### src/rtl/ser_frame_scheduler.sv
// rtl/ser_frame_scheduler.sv - serial start-pattern hunter that gates fixed-length payload frames
// Frames are separated by a dead gap; bits from before or inside a frame never feed a later match.
module ser_frame_scheduler #(
  parameter int                 PAT_LEN = 6,
  parameter logic [PAT_LEN-1:0] PATTERN = 6'b011110,
  parameter int                 CNT_W   = 10,
  parameter int                 GAP_LEN = 2
) (
  input  logic             clk,
  input  logic             rst,
  input  logic             enable,
  input  logic             serIn,
  input  logic [CNT_W-1:0] win_len,
  output logic             serOut,
  output logic             serOutValid,
  output logic             busy,
  output logic             frame_done,
  output logic [7:0]       frame_cnt
);

  typedef enum logic [1:0] {IDLE, HUNT, PAYLOAD, GAP} state_t;

  state_t             state, state_nx;
  logic [PAT_LEN-1:0] hist, hist_nx;
  logic [CNT_W-1:0]   cnt, cnt_nx;
  logic [7:0]         gap_cnt, gap_cnt_nx;
  logic               out_nx, valid_nx, done_nx;
  logic               match;

  assign match = ({hist[PAT_LEN-2:0], serIn} == PATTERN);
  assign busy  = (state == PAYLOAD) || (state == GAP);

  always_ff @(posedge clk or posedge rst) begin
    if (rst) begin
      state       <= IDLE;
      hist        <= '0;
      cnt         <= '0;
      gap_cnt     <= '0;
      serOut      <= 1'b0;
      serOutValid <= 1'b0;
      frame_done  <= 1'b0;
      frame_cnt   <= 8'd0;
    end else begin
      state       <= state_nx;
      hist        <= hist_nx;
      cnt         <= cnt_nx;
      gap_cnt     <= gap_cnt_nx;
      serOut      <= out_nx;
      serOutValid <= valid_nx;
      frame_done  <= done_nx;
      if (done_nx && (frame_cnt != 8'hFF))
        frame_cnt <= frame_cnt + 8'd1;
    end
  end

  // A captured length of 0 decrements through all-ones, giving 2^CNT_W payload edges.
  always_comb begin
    state_nx   = state;
    hist_nx    = hist;
    cnt_nx     = cnt;
    gap_cnt_nx = gap_cnt;
    out_nx     = 1'b0;
    valid_nx   = 1'b0;
    done_nx    = 1'b0;
    case (state)
      IDLE: begin
        hist_nx = '0;
        if (enable)
          state_nx = HUNT;
      end
      HUNT: begin
        if (!enable) begin
          state_nx = IDLE;
          hist_nx  = '0;
        end else begin
          hist_nx = {hist[PAT_LEN-2:0], serIn};
          if (match) begin
            state_nx = PAYLOAD;
            cnt_nx   = win_len;
          end
        end
      end
      PAYLOAD: begin
        out_nx   = serIn;
        valid_nx = 1'b1;
        cnt_nx   = cnt - CNT_W'(1);
        if (cnt == CNT_W'(1)) begin
          done_nx    = 1'b1;
          state_nx   = GAP;
          gap_cnt_nx = 8'(GAP_LEN);
        end
      end
      GAP: begin
        hist_nx    = '0;
        gap_cnt_nx = gap_cnt - 8'd1;
        if (gap_cnt == 8'd1)
          state_nx = enable ? HUNT : IDLE;
      end
      default: state_nx = IDLE;
    endcase
  end

endmodule

### config.mk
export PLATFORM = sky130hd
export DESIGN_NAME = ser_frame_scheduler
export DESIGN_NICKNAME = d
export VERILOG_FILES = /design/src/rtl/ser_frame_scheduler.sv
export SDC_FILE = /design/constraint.sdc
export NUM_CORES = 1
export LEC_CHECK = 0
export CORE_MARGIN = 3
export CORE_UTILIZATION = 55
export CTS_CLUSTER_DIAMETER = 50
export DETAILED_ROUTE_END_ITERATION = 16
export PLACE_DENSITY_LB_ADDON = 0.3
export SYNTH_ARGS = -nofsm -noshare
export SYNTH_HDL_FRONTEND = slang
export SYNTH_SLANG_ARGS = --single-unit
### constraint.sdc
create_clock -name clk -period 2.77 [get_ports clk]
set_clock_uncertainty 0.05 [all_clocks]
set_input_delay 0.554 -clock clk [delete_from_list [all_inputs] [get_ports clk]]
set_output_delay 0.554 -clock clk [all_outputs]
set_load 0.03 [all_outputs]
==> results.cfg <==
[clock_network]
post_cts_buffers = 0
cts_buffers = 5
clk_pin_slew_ps = 70
clock_sinks = 36
htreeDepth = 2
post_cts_resized = 0
ctsRootBufferMaster = clkbuf_8
cts.hold.buffers_added = 0
clock_latency_ps = 290
cts_tree = built
cts_buffer_depth = 2

[timing]
finalSetupViolations = 0
layout_min_cycle_time_ps = 2360
hold_ws_ps = 436
grt_setup_unrepaired = no
setup_tns_ps = 0
hold_viol = 0
slew_headroom = 0.697
fin_crit_sh = 0.853
tightest_slew_ps = 455
slew_viol_final = 0
max_freq_mhz = 423

[power_and_ir_drop]
power.density_mw_per_mm2 = 389
combPwrFrac = 0.041
ir_worst_vdd_mv = 0.386
swShare = 0.218
p_leak_uw = 0.00109
netSwitchingPower_uw = 209
pwr-share-seq = 0.548
power.internal_uw = 749
clockPowerShare = 0.412

[grt]
grt_use_met2 = 0.315
grt.met1_usage = 0.247
grt_pass1_wl_um = 6890
grt_use_total = 0.201
overflow = 0
antenna_found_initial = 0
grt-busiest-layer = met2
grt_max_degree = 37
grt_pass1_vias = 1592
met3_usage = 0.0742

[die]
fp.dieW_um = 67.1
die-area_mm2 = 0.00450
die_h_um = 67.1
start_util = 0.592
io_pins = 26
coreArea_mm2 = 0.00347
fp-row-count = 21

[routing]
finalWirelength_um = 4030
dr.pass1.iters = 5
initialDrtViolationCount = 117
via_per_inst = 5.83
drc = 0
antenna_left = 0
post_drt_wl_per_cell_um = 14.0
vias = 1672

[logic_synthesis]
yosysSeqAreaShare = 0.439
synth_edf_count = 0
avgSynthCellArea_um2 = 9.77
ys_seq_elements = 36
ys_types = 49
synth.net_count = 234
async_flop_share = 1.00
synth_top_area_cell = dfrtp_1
netlist_top_cells_area = dfrtp_1 44%, ha_1 6.1%, o22a_1 4.3%
synth_cells = 210
yosysWarnings = 0
yosysTopAreaCellShare = 0.439
synthFlopType = dfrtp_1
netlist_area_mm2 = 0.00205

[placed_design]
placed_cells = 279
port_buffers = 25
gp_congestion = 0.781
hpwl_um = 2830

[cells_and_area]
fin_nets = 264
final_cell_mix = 36 x dfrtp_1, 24 x clkdlybuf4s50_1, 23 x nand2_1
drive_gt1_frac = 0.108
fin_cells = 287
insertedDiodeCount = 0
n_fill_cell = 283
area_delta_synth_final_pct = 20.1
layout_commonest_cell = dfrtp_1

[worst_setup_path]
end_kind = primary output
crit_top_cell = buf_4
crit_type = flop to primary output
critPathMaxFanout = 21
slowest_delay_ps = 420
worst_ep_required_time_ps = 2170
crit_path_cell_trace = inv_1, ha_1, buf_4, or2_2, buf_4
r2r_slack_ps = 410
cp_data_arrival_time_ps = 1760
worst_setup_path_start_kind = flop
crit_slowest_cell = dfrtp_1

[run]
maxCapViolations = 0

[worst_hold_path]
hold_class = flop to flop

[status]
run_status = finished, final reports clean
cells by family after synthesis:
group	after synthesis	share of synthesized area
adders and majority gates	10	0.0610
and+or+nand+nor	81	0.226
AOI/OAI and AO/OA	55	0.196
DFF	36	0.439
muxes	3	0.0152
xor gates and xnor gates	7	0.0299
buffers and inverters	18	0.0335
flip-flops by register name (all words and copies together), names as in the netlist, named ones only:
register and cells:
gap_cnt 8, frame_done 1, cnt 10, frame_cnt 8
serOutValid 1, hist 5, state 1, serOut 1
through the flow:
step	util	cell area [um2]	setup WS, ps	power [uW]
2_1_floorplan	-	2050	512	551
4_1_cts	0.711	2460	398	966
3_5_place_dp	0.684	2370	408	575
5_1_grt	0.711	2460	309	991
3_3_place_gp	0.684	2370	463	575
6_report	0.711	2460	406	959
power by group through the flow:
stage / clock network, uW / registers, uW / logic (uW)
global route: 423 / 525 / 43.2
floorplan: 0 / 536 / 15.1
CTS: 401 / 525 / 39.9
global placement: 0 / 535 / 39.4
detailed placement: 0 / 535 / 39.9
finish: 395 / 525 / 38.9
synth_stat cells, types with 2 or more instances:
master,instances
or3_1,2
clkbuf_1,7
ha_1,10
a21oi_1,9
dfrtp_1,36
nand3_1,4
nor3b_1,2
nand2b_1,3
or4_1,2
xnor2_1,7
or3_2,2
nor2b_1,5
nor4b_1,3
nand4_1,4
mux2i_1,2
o22a_1,10
nor3_1,4
o21ai_0,15
nor2_1,8
a32oi_1,4
inv_1,10
o211ai_1,2
and2_1,4
or3b_2,2
a31oi_1,3
and3_1,5
nand2_1,23
worst paths after layout:
path                                endpoint      from  cells after the start
worst max-delay path                    busy  state[0]                      5
worst min-delay path                 hist[4]   hist[4]                      2
worst max register to register        cnt[8]    cnt[0]                      6
worst min register to register       hist[4]   hist[4]                      2
max in group asynchronous             cnt[1]       rst                      3
min in group asynchronous       frame_cnt[1]       rst                      3
layer usage:
metal  share of wire  wire (um)
met1            0.46       1870
met2            0.47       1890
met3           0.050        203
met4           0.016         63
met5               0          0
critical path: cells and delay by family, from the launching register on:
family	cells	cell delay, ps
buf+inv	3	510
flops	1	420
simple gates	1	280
fa+ha+maj	1	250
cell type report:
type | instances | area, um2 | share of cell area
clock inverter | 1 | 7.51 | 0.00305
timing repair buffer | 31 | 293 | 0.119
inverter | 10 | 37.5 | 0.0152
sequential | 36 | 901 | 0.365
tap | 46 | 57.6 | 0.0234
clock buffer | 7 | 86.3 | 0.0350
multi-input combinational | 156 | 1080 | 0.439
No activity file was read; power rests on OpenSTA's default activity.
==> edit (config.mk and constraints unchanged) <==
Encoding of `state_t`: now one-hot (4 bits for 4 states).
--- a/src/rtl/ser_frame_scheduler.sv
+++ b/src/rtl/ser_frame_scheduler.sv
@@ -19,5 +19,5 @@
 );
 
-  typedef enum logic [1:0] {IDLE, HUNT, PAYLOAD, GAP} state_t;
+  typedef enum logic [3:0] {IDLE = 4'b0001, HUNT = 4'b0010, PAYLOAD = 4'b0100, GAP = 4'b1000} state_t;
 
   state_t             state, state_nx;
Formal check against the unedited RTL: no difference found for any inputs over 10 cycles, from zero or initial values and one cycle with rst high; not proved beyond that.
==> edit against the original RTL <==
Setup slack better by 19 ps. Cell area decreased by 4.5%. Fmax grew 0.82%. Register-to-register slack better by 70 ps. Count of clock-buffer cells in the layout is the same. Hold slack better by 26 ps. Wire length up 5.8%. Synthesized area fell by 2.7%. Core utilization down 2.2 points. Sequential cell count increased by 2.
Power is not compared: it rests on default switching activity, and its combinational part moved more than twofold at a synthesized area within 25%.
==> edit: results (changes against the original RTL) <==
status: "completed"
use_met2: 0.372  # +0.0564
netlist_top_cells_area: "dfrtp_1 46%, a21oi_1 3.8%, ha_1 3.1%"
synth_cell_types: 53  # +8.2%
cts_root_buf: "clkbuf_4"
crit_family: "simple AND/OR/NAND/NOR gates"
synthTopCellsByCount: "37 x dfrtp_1, 16 x nand2_1, 15 x a21oi_1"
drive_gt1_frac: 0.0913  # -0.0166
slowest_stage: "or4b_1"
worst-path-max-fanout: 8  # -62%
grtUsageMet3: 0.0442  # -0.0300
wl_met2_um: 2180  # +15%
wl_met1_um: 1860  # -0.37%
grt_pass1_wl_um: 7230  # +4.9%
use_met1: 0.259  # +0.0125
synthAdderAreaFrac: 0.0313  # -0.0296
dp_slack_ps: 413  # +4.95 ps
first_pass_iters: 4  # -1
vias_per_cell: 5.96  # +2.3%
synth_compound_area_frac: 0.186  # -0.00964
grt_pass1_vias: 1646  # +3.4%
synth_nets: 218  # -6.8%
path_clk_slew_ps: 100  # +30 ps
fin_nets: 249  # -5.7%
wl_um: 4260  # +5.8%
placed_area_um2: 2310  # -2.7%
grt_use_total: 0.214  # +0.0133
synth.mux.area_fraction: 0.0107  # -0.00459
slowest_delay_ps: 560  # +140 ps
wl_met3_um: 154  # -24%
place_inst: 269  # -3.6%
first_iter_violations: 149  # +27%
worst_slew_pin_slew_ps: 724  # +269 ps
wl_per_cell_um: 15.4  # +10%
syn_inst: 199  # -5.2%
-- edit: worst register-to-register path, stage by stage (launching register included) --
cell and delay (ps):
dfrtp_1 460, or4b_1 560, buf_4 220, clkinv_4 130, nand4_4 200, nor2_2 220
mux2_1 340
-- edit: cell type report --
class / count / area, um^2
fill: 281 / 1060
multi-input combinational: 144 / 962
sequential: 38 / 952
timing repair buffer: 30 / 290
tap: 46 / 57.6
inverter: 11 / 46.3
clock buffer: 7 / 45.0
-- edit: where the power goes --
group          internal, mW  switching (mW)
sequential            0.575          0.0271
clock                0.0958           0.167
combinational        0.0507          0.0650
-- edit: path summary, 6_finish.rpt --
path	from	to	slack [ps]	cells after the start
setup / recovery	state[3]	busy	430	3
hold / removal	gap_cnt[6]	gap_cnt[6]	460	1
setup reg to reg	state[3]	frame_cnt[1]	480	6
hold reg to reg	gap_cnt[6]	gap_cnt[6]	460	1
max in group asynchronous	rst	state[0]	1760	3
min in group asynchronous	rst	state[2]	570	3
